`config.mk`:
```
export PLATFORM = sky130hd
export DESIGN_NAME = uart_receiver
export DESIGN_NICKNAME = d
export VERILOG_FILES = /design/src/rtl/uart_pkg.sv /design/src/rtl/uart_rx_sync.sv /design/src/rtl/uart_receiver.sv
export SDC_FILE = /design/constraint.sdc
export NUM_CORES = 1
export LEC_CHECK = 0
export ABC_CLOCK_PERIOD_IN_PS = 2700
export BUFFER_PORTS_ARGS = -buffer_cell sky130_fd_sc_hd__buf_2
export CORE_ASPECT_RATIO = 1.25
export CORE_MARGIN = 5
export CORE_UTILIZATION = 25
export DETAILED_ROUTE_END_ITERATION = 6
export SETUP_SLACK_MARGIN = 0.1
export SLEW_MARGIN = 20
export SYNTH_ARGS = -nofsm -noshare
export SYNTH_HDL_FRONTEND = slang
export SYNTH_SLANG_ARGS = --single-unit
```
`constraint.sdc`:
```
create_clock -name CLK -period 2.7 [get_ports CLK]
set_input_delay 0.54 -clock CLK [delete_from_list [all_inputs] [get_ports CLK]]
set_output_delay 0.54 -clock CLK [all_outputs]
set_load 0.01 [all_outputs]
```
`src/rtl/uart_pkg.sv`:
```
// Shared UART definitions: receiver/transmitter FSM states and default payload width.
package uart_pkg;

  // Default number of payload bits carried by one frame.
  localparam int UART_DATA_WIDTH = 8;

  // Frame-level FSM states shared by the UART receiver and transmitter.
  typedef enum logic [1:0] {
    IDLE  = 2'd0,
    DATA  = 2'd1,
    STOP  = 2'd2,
    BREAK = 2'd3
  } uart_state_e;

  // Width of a bit index covering 0..w-1, never narrower than one bit.
  function automatic int idx_width(input int w);
    return (w > 1) ? $clog2(w) : 1;
  endfunction

endpackage

```
`src/rtl/uart_rx_sync.sv`:
```
// Multi-flop synchronizer for the asynchronous serial line; all stages reset to
// the idle-high level so a reset never looks like a start bit.
module uart_rx_sync #(
  parameter int STAGES = 2
) (
  input  logic CLK,
  input  logic RESET,
  input  logic rx_async,
  output logic rx_sync
);

  logic [STAGES-1:0] sync_reg;

  genvar gi;
  generate
    for (gi = 0; gi < STAGES; gi++) begin : g_stage
      if (gi == 0) begin : g_first
        // First stage captures the raw line.
        always_ff @(posedge CLK or negedge RESET) begin
          if (!RESET) sync_reg[gi] <= 1'b1;
          else        sync_reg[gi] <= rx_async;
        end
      end else begin : g_chain
        // Later stages resolve metastability of the previous stage.
        always_ff @(posedge CLK or negedge RESET) begin
          if (!RESET) sync_reg[gi] <= 1'b1;
          else        sync_reg[gi] <= sync_reg[gi-1];
        end
      end
    end
  endgenerate

  assign rx_sync = sync_reg[STAGES-1];

endmodule

```
`src/rtl/uart_receiver.sv`:
```
// UART receiver: one bit per clock, start(0) + DATA_WIDTH bits MSB first + stop(1).
// Holds one frame for a valid/ready consumer, flags dropped frames (sticky overrun)
// and bad stop bits (one-cycle framing_error).
// Optional build macro UART_RECEIVER_SYNC_EN inserts a two-flop rx synchronizer,
// adding two cycles to every latency.
module uart_receiver
  import uart_pkg::*;
#(
  parameter int DATA_WIDTH = UART_DATA_WIDTH
) (
  input  logic                  CLK,
  input  logic                  RESET,
  input  logic                  rx,
  output logic [DATA_WIDTH-1:0] data,
  output logic                  valid,
  input  logic                  ready,
  output logic                  framing_error,
  output logic                  overrun
);

  localparam int IDX_W = idx_width(DATA_WIDTH);
  localparam logic [IDX_W-1:0] IDX_TOP = IDX_W'(DATA_WIDTH - 1);

  uart_state_e           state_reg, state_next;
  logic [IDX_W-1:0]      index_reg, index_next;
  logic [DATA_WIDTH-1:0] shift_reg, shift_next;
  logic [DATA_WIDTH-1:0] data_reg;
  logic                  valid_reg;
  logic                  framing_error_reg;
  logic                  overrun_reg;

  logic rx_fsm;
  logic deliver;
  logic frame_bad;
  logic accept;

`ifdef UART_RECEIVER_SYNC_EN
  uart_rx_sync #(
    .STAGES(2)
  ) u_rx_sync (
    .CLK      (CLK),
    .RESET    (RESET),
    .rx_async (rx),
    .rx_sync  (rx_fsm)
  );
`else
  assign rx_fsm = rx;
`endif

  // Frame FSM state, bit index and shift register.
  always_ff @(posedge CLK or negedge RESET) begin
    if (!RESET) begin
      state_reg <= IDLE;
      index_reg <= '0;
      shift_reg <= '0;
    end else begin
      state_reg <= state_next;
      index_reg <= index_next;
      shift_reg <= shift_next;
    end
  end

  // Next-state logic: sample one bit per cycle, flag delivery or a bad stop bit.
  always_comb begin
    state_next = state_reg;
    index_next = index_reg;
    shift_next = shift_reg;
    deliver    = 1'b0;
    frame_bad  = 1'b0;
    case (state_reg)
      IDLE: begin
        if (!rx_fsm) begin
          state_next = DATA;
          index_next = IDX_TOP;
        end
      end
      DATA: begin
        shift_next[index_reg] = rx_fsm;
        if (index_reg == '0) begin
          state_next = STOP;
        end else begin
          index_next = index_reg - 1'b1;
        end
      end
      STOP: begin
        if (rx_fsm) begin
          // Back to IDLE immediately so a start bit on the next cycle is caught.
          state_next = IDLE;
          deliver    = 1'b1;
        end else begin
          // Line held low through the stop slot: drop the frame and wait for idle.
          state_next = BREAK;
          frame_bad  = 1'b1;
        end
      end
      BREAK: begin
        if (rx_fsm) state_next = IDLE;
      end
      default: state_next = IDLE;
    endcase
  end

  assign accept = valid_reg && ready;

  // Output holding register with valid/ready handshake and error flags.
  always_ff @(posedge CLK or negedge RESET) begin
    if (!RESET) begin
      data_reg          <= '0;
      valid_reg         <= 1'b0;
      framing_error_reg <= 1'b0;
      overrun_reg       <= 1'b0;
    end else begin
      framing_error_reg <= frame_bad;
      // A frame can land when the slot is empty or being emptied on this edge.
      if (deliver && (!valid_reg || ready)) begin
        data_reg  <= shift_reg;
        valid_reg <= 1'b1;
      end else if (accept) begin
        valid_reg <= 1'b0;
      end
      // Consumption clears the sticky flag; a frame arriving at a full,
      // unconsumed slot sets it.
      if (accept) begin
        overrun_reg <= 1'b0;
      end else if (deliver && valid_reg) begin
        overrun_reg <= 1'b1;
      end
    end
  end

  assign data          = data_reg;
  assign valid         = valid_reg;
  assign framing_error = framing_error_reg;
  assign overrun       = overrun_reg;

endmodule

```
==> key figures, run 1 <==
Outcome
  • Status: finished, final reports clean

Global routing
  • Number of global-route vias before repair: 673
  • Initial antenna violation count: 0
  • First-pass GRT wire length: 3310 µm
  • GRT overflow: 0
  • All-Layer GR Usage: 7.86%
  • Largest net degree at the start of global routing: 25

Synthesis
  • Synth Instances: 78
  • Synth Cell Area: 1060 µm²
  • Mean Syn Cell Area: 13.6 µm²
  • Syn_nets: 84
  • Post-synth ARST share: 100%
  • Synth cell types: 24
  • Yosys warns: 0
  • #FFs+latches synth: 24
  • Post-synth EDFFs: 0
  • Register area share after synthesis: 56.5%
  • Dominant synthesized flop cell: dfrtp_1

Setup path
  • CP max stage delay: 0.45 ns
  • Crit end category: flip-flop
  • CP Class: flip-flop to flip-flop
  • Cell family with the largest share of critical-path delay: flip-flops
  • Most frequent CP cell: ha_1
  • Crit Path Max Fanout: 6
  • Slowest cell on crit path: dfrtp_1
  • Buf+Inv Stages, Crit Path: 1
  • Cell Chain, Critical Path: inv_1, ha_1, ha_1, nor2_1, mux2i_1, o22a_1
  • Crit path launch type: flip-flop
  • Worst EP arrival: 1.82 ns
  • Critical Path RT: 2.86 ns

Timing
  • Fin worst setup slack: 1.04 ns
  • Final Setup Violations: 0
  • Slew Limit Fails: 0
  • Slew HR: 65.4%
  • Hold Violations, Final: 0
  • Achievable frequency: 604 MHz
  • Unrepaired setup endpoints after global routing: false
  • Final Cycle Share: 61.3%
  • Worst Max-Slew Pin Slew: 0.519 ns
  • Post-Route Skew: 0.00612 ns
  • Setup TNS Final: 0 ns
  • Tmin final: 1.66 ns

Finish
  • Core Util, Final: 30.5%
  • Most frequent cells in the layout: dfrtp_1, buf_2, mux2_2
  • Nets@finish: 101
  • Area added between synthesis and finish: 17.6%
  • Register area: 601 µm²
  • Share of cells above drive strength 1: 35.1%
  • # diodes: 0
  • Multi-input gate area: 414 µm²
  • Fill count: 440
  • Most common cell after layout, fill and taps aside: dfrtp_1

Placed design
  • IO Port Bufs: 14
  • HPWL after DPL: 1420 µm
  • Setup Slack @ Placement: 0.957 ns
  • Final GP Congestion: 0.701

Die
  • Die Span Y: 82.9 µm
  • Die area: 5660 µm²
  • Chip Width: 68.3 µm
  • Core Rows: 26
  • Starting Density: 25.9%
  • Core area: 4100 µm²
  • Ports: 15

Clock tree
  • H-Tree Level Count: 1
  • Num CTS Buffers: 3
  • Clk buf depth: 2
  • Post-CTS Hold Buffers: 0
  • CTS tree: built
  • Root Buffer: clkbuf_8
  • Setup repair bufs after CTS: 0
  • Sink Count: 24
  • Skew-Pair Late Insertion Delay: 0.27 ns
  • PostCTS Resize Cnt: 0
  • Clock transition at path regs: 0.09 ns

Detailed routing
  • Final ANT Viol Nets: 0
  • Via-to-Cell Ratio: 4.35
  • Routed length per placed instance: 12.7 µm
  • Remaining DRCs: 0
  • Starting DRT DRC Count: 15
  • WL final: 1910 µm
  • Pre-Repair DR Iteration Count: 3
  • Total number of vias: 653

Power
  • Pwr Density: 1170 nW/µm²
  • Peak VDD IR: 0.000330 V
  • Static Leak: 0.584 nW

Job
  • Max Cap Viol: 0

Min path
  • Worst hold path type: primary input to asynchronous set/reset pin
## area by class of cell
type                            instances  share of cell area, %
Sequential cell                        24                   48.1
Multi-Input combinational cell         46                   33.2
Timing Repair Buffer                   14                   5.61
Tap cell                               56                   5.61
Clock buffer                            3                   3.31
Clock inverter                          1                   2.40
Inverter                                6                   1.80
## synthesized netlist by cell type (2+ instances only)
cell       count  area (µm²)
nand3_1        4        20.0
o21ai_0        2        10.0
a21oi_1        2        10.0
mux2_2        12         135
mux2i_1        2        20.0
nor3_1         4        20.0
a2bb2oi_1      2        17.5
mux2_1         3        33.8
a22o_1         2        17.5
nand3b_1       2        15.0
inv_1          6        22.5
ha_1           2        25.0
dfrtp_1       24         601
## layer usage
metal	up-vias	wire (µm)	track usage, %
met5	-	0	0
met4	0	56	4.88
met3	5	81	2.16
met2	11	998	12.4
met1	326	775	9.11
li1	311	-	-
## metrics by stage
step	cells	instance area [µm²]	hold WS (ns)	power (mW)
after floorplan	78	1060	0.244	1.01
after global placement	146	1180	0.480	1.13
after detailed placement	146	1180	0.483	1.16
after CTS	150	1250	0.256	1.48
after global routing	150	1250	0.291	1.56
final	150	1250	0.229	1.46
## power by group
group          leakage, nW  internal, mW  switching (mW)
clock network       0.0357         0.198           0.118
registers            0.297         0.513           0.129
logic                0.251         0.277           0.222
## cells by family after synthesis
| group | share of synthesized area [%] |
|---|---|
| buffers and inverters | 4.48 |
| AO/OA/AOI/OAI | 9.07 |
| flip-flops | 56.5 |
| AND/OR/NAND/NOR | 8.36 |
| adder cells (fa/ha/maj) | 2.36 |
| multiplexers | 19.2 |
## final timing paths
path	end	slack, ns	depth (start not counted)	start
min in group CLK	overrun	0.47	2	ready
worst min-delay path	data[0]	0.23	1	RESET
worst max-delay path	index_reg[0]	1.04	6	index_reg[1]
max in group asynchronous	valid	2.12	1	RESET
worst min register to register	shift_reg[2]	0.50	1	shift_reg[2]
worst max register to register	index_reg[0]	1.04	6	index_reg[1]
Note: power is estimated with default switching activity, not from simulation.
==> inputs of run 2 (changes only) <==
--- a/config.mk
+++ b/config.mk
@@ -5,7 +5,8 @@
 export SDC_FILE = /design/constraint.sdc
 export NUM_CORES = 1
 export LEC_CHECK = 0
-export ABC_CLOCK_PERIOD_IN_PS = 2700
+export ABC_AREA = 1
+export ABC_CLOCK_PERIOD_IN_PS = 1710
 export BUFFER_PORTS_ARGS = -buffer_cell sky130_fd_sc_hd__buf_2
 export CORE_ASPECT_RATIO = 1.25
 export CORE_MARGIN = 5
==> constraint.sdc (replaced) <==
create_clock -name CLK -period 1.71 [get_ports CLK]
set_input_delay 0.342 -clock CLK [delete_from_list [all_inputs] [get_ports CLK]]
set_output_delay 0.342 -clock CLK [all_outputs]
set_load 0.01 [all_outputs]
==> run 2 against run 1 <==
Power is 67% higher. First-iteration DRC count is 67% higher. Global-route usage is 0.30 points higher. Fmax is 16% higher. Synthesized cell count is 65% higher. Setup slack worse by 0.76 ns. Clock power is 53% higher. Largest power group unchanged. Die area is 3.8% higher. Core utilization hardly changed.
==> key figures, run 2 <==
Outcome
  • Status: finished, final reports clean

Timing
  • Fin worst setup slack: 0.281 ns
  • Slew Limit Fails: 0
  • Slew HR: 64.8%
  • Worst Max-Slew Pin Slew: 0.528 ns
  • Unrepaired setup endpoints after global routing: false
  • Hold Slack: 0.0502 ns
  • Hold Violations, Final: 0
  • Setup TNS Final: 0 ns
  • Final Setup Violations: 0
  • Final Cycle Share: 83.6%
  • Post-Route Skew: 0.00289 ns
  • Achievable frequency: 700 MHz
  • Tmin final: 1.43 ns

Setup path
  • Flop-to-flop setup slack: 0.28 ns
  • Crit path launch type: flip-flop
  • FF-to-FF path depth: 7
  • Critical Path RT: 1.87 ns
  • Slowest cell on crit path: dfrtp_2
  • RR Endpoint: index_reg[1]
  • Crit end category: flip-flop
  • Cell family with the largest share of critical-path delay: flip-flops
  • CP Class: flip-flop to flip-flop
  • WP depth: 7
  • CP max stage delay: 0.42 ns
  • Buf+Inv Stages, Crit Path: 1
  • CP endpoint: index_reg[1]
  • Crit Path Max Fanout: 7
  • Cell Chain, Critical Path: inv_1, ha_1, ha_1, nand2_2, nand3_1, nand2_1, nand2_1
  • Worst EP arrival: 1.58 ns
  • Crit path from: index_reg[0]
  • Worst reg2reg startpoint: index_reg[0]

Synthesis
  • Post-synth top area share: 54.2%
  • Top cells by count, synth: nand2_1, dfrtp_1, nand4_1
  • Cell with the most instances after synthesis: nand2_1
  • Synth Cell Area: 1110 µm²
  • Yosys warns: 0
  • Synth cell types: 16
  • Dominant synthesized flop cell: dfrtp_1
  • Largest area contributor in the netlist: dfrtp_1
  • Synth Instances: 129
  • Syn_nets: 135
  • Post-synth EDFFs: 0
  • #FFs+latches synth: 24
  • Register area share after synthesis: 54.2%
  • Post-synth ARST share: 100%
  • Mean Syn Cell Area: 8.59 µm²
  • Synth area leaders: dfrtp_1, nand2_1, nand4_1

Die
  • Chip Width: 69.6 µm
  • Die area: 5870 µm²
  • Ports: 15
  • Starting Density: 25.4%
  • Core Rows: 27
  • Core area: 4360 µm²
  • Die Span Y: 84.5 µm

Power
  • Static Leak: 0.692 nW
  • Pwr Density: 1840 nW/µm²
  • Peak VDD IR: 0.000569 V
  • Overall power: 2.44 mW

Finish
  • Core Util, Final: 30.5%
  • Most common cell after layout, fill and taps aside: nand2_1
  • Area added between synthesis and finish: 19.8%
  • Nets@finish: 154
  • Most frequent cells in the layout: nand2_1, dfrtp_1, nand4_1, buf_2, nand3_1
  • Share of cells above drive strength 1: 19.0%
  • # diodes: 0
  • Layout Cells excl Fill: 205
  • Final non-filler cell area: 1330 µm²

Clock tree
  • Setup repair bufs after CTS: 0
  • PostCTS Resize Cnt: 0
  • H-Tree Level Count: 1
  • Clk buf depth: 2
  • Sink Count: 24
  • Skew-Pair Late Insertion Delay: 0.26 ns
  • Root Buffer: clkbuf_8
  • Num CTS Buffers: 3
  • Post-CTS Hold Buffers: 0
  • Clock transition at path regs: 0.08 ns
  • CTS tree: built

Global routing
  • Global routing's busiest layer: met2
  • GRT overflow: 0
  • Met1 usage: 8.87%
  • Initial antenna violation count: 0
  • Largest net degree at the start of global routing: 25
  • Number of global-route vias before repair: 870
  • All-Layer GR Usage: 8.16%
  • Met2 usage in global routing: 14.1%
  • GR Layer Usage met3: 2.16%
  • First-pass GRT wire length: 3860 µm

Detailed routing
  • Total number of vias: 879
  • Pre-Repair DR Iteration Count: 4
  • Routed length per placed instance: 10.3 µm
  • Final ANT Viol Nets: 0
  • WL final: 2110 µm
  • Starting DRT DRC Count: 25
  • Remaining DRCs: 0
  • Via-to-Cell Ratio: 4.29

Placed design
  • IO Port Bufs: 14
  • Post-Place Cell Area: 1250 µm²
  • # placed instances: 201
  • Setup Slack @ Placement: 0.184 ns
  • HPWL after DPL: 1630 µm
  • Final GP Congestion: 0.794

Min path
  • Worst hold path type: primary input to asynchronous set/reset pin

Job
  • Max Cap Viol: 0
-- run 2: layout make-up --
type,instances,area [µm²]
clock buffer,3,41.3
sequential,24,602
inverter,9,33.8
clock inverter,1,30.0
fill,473,3030
timing repair buffer,17,92.6
tap,58,72.6
multi-input combinational,93,455
-- run 2: worst min path at each step --
| stage | from | end | slack (ns) |
|---|---|---|---|
| floorplan | RESET | data[0] | 0.05 |
| global placement | RESET | overrun | 0.36 |
| detailed placement | RESET | overrun | 0.35 |
| CTS | RESET | overrun | 0.06 |
| global route | RESET | data[7] | 0.09 |
| finish | RESET | data[5] | 0.05 |
-- run 2: kinds of logic (layout without fill, tap and decap cells) --
logic type                 Yosys count  after routing  synth area share (%)
and+or+nand+nor                     85             85                  35.7
DFF                                 24             24                  54.2
buffers and inverters               12             30                  4.97
AOI/OAI and AO/OA                    6              6                  2.93
adders and majority gates            2              2                  2.26
-- run 2: metal layers --
layer / vias to the layer above / wire, µm
li1: 466 / -
met1: 398 / 897
met2: 11 / 1080
met3: 4 / 90
met4: 0 / 42
met5: - / 0
-- run 2: worst reg2reg max path, cell delays in order, from the launching register on --
cell and delay [ns]:
dfrtp_2 0.42, inv_1 0.11, ha_1 0.21, ha_1 0.20
nand2_2 0.11, nand3_1 0.13, nand2_1 0.08, nand2_1 0.06
-- run 2: power by group --
group          internal, mW  leakage [nW]  switching (mW)
clock network         0.313        0.0357           0.173
logic                 0.347         0.361           0.565
registers             0.832         0.295           0.212
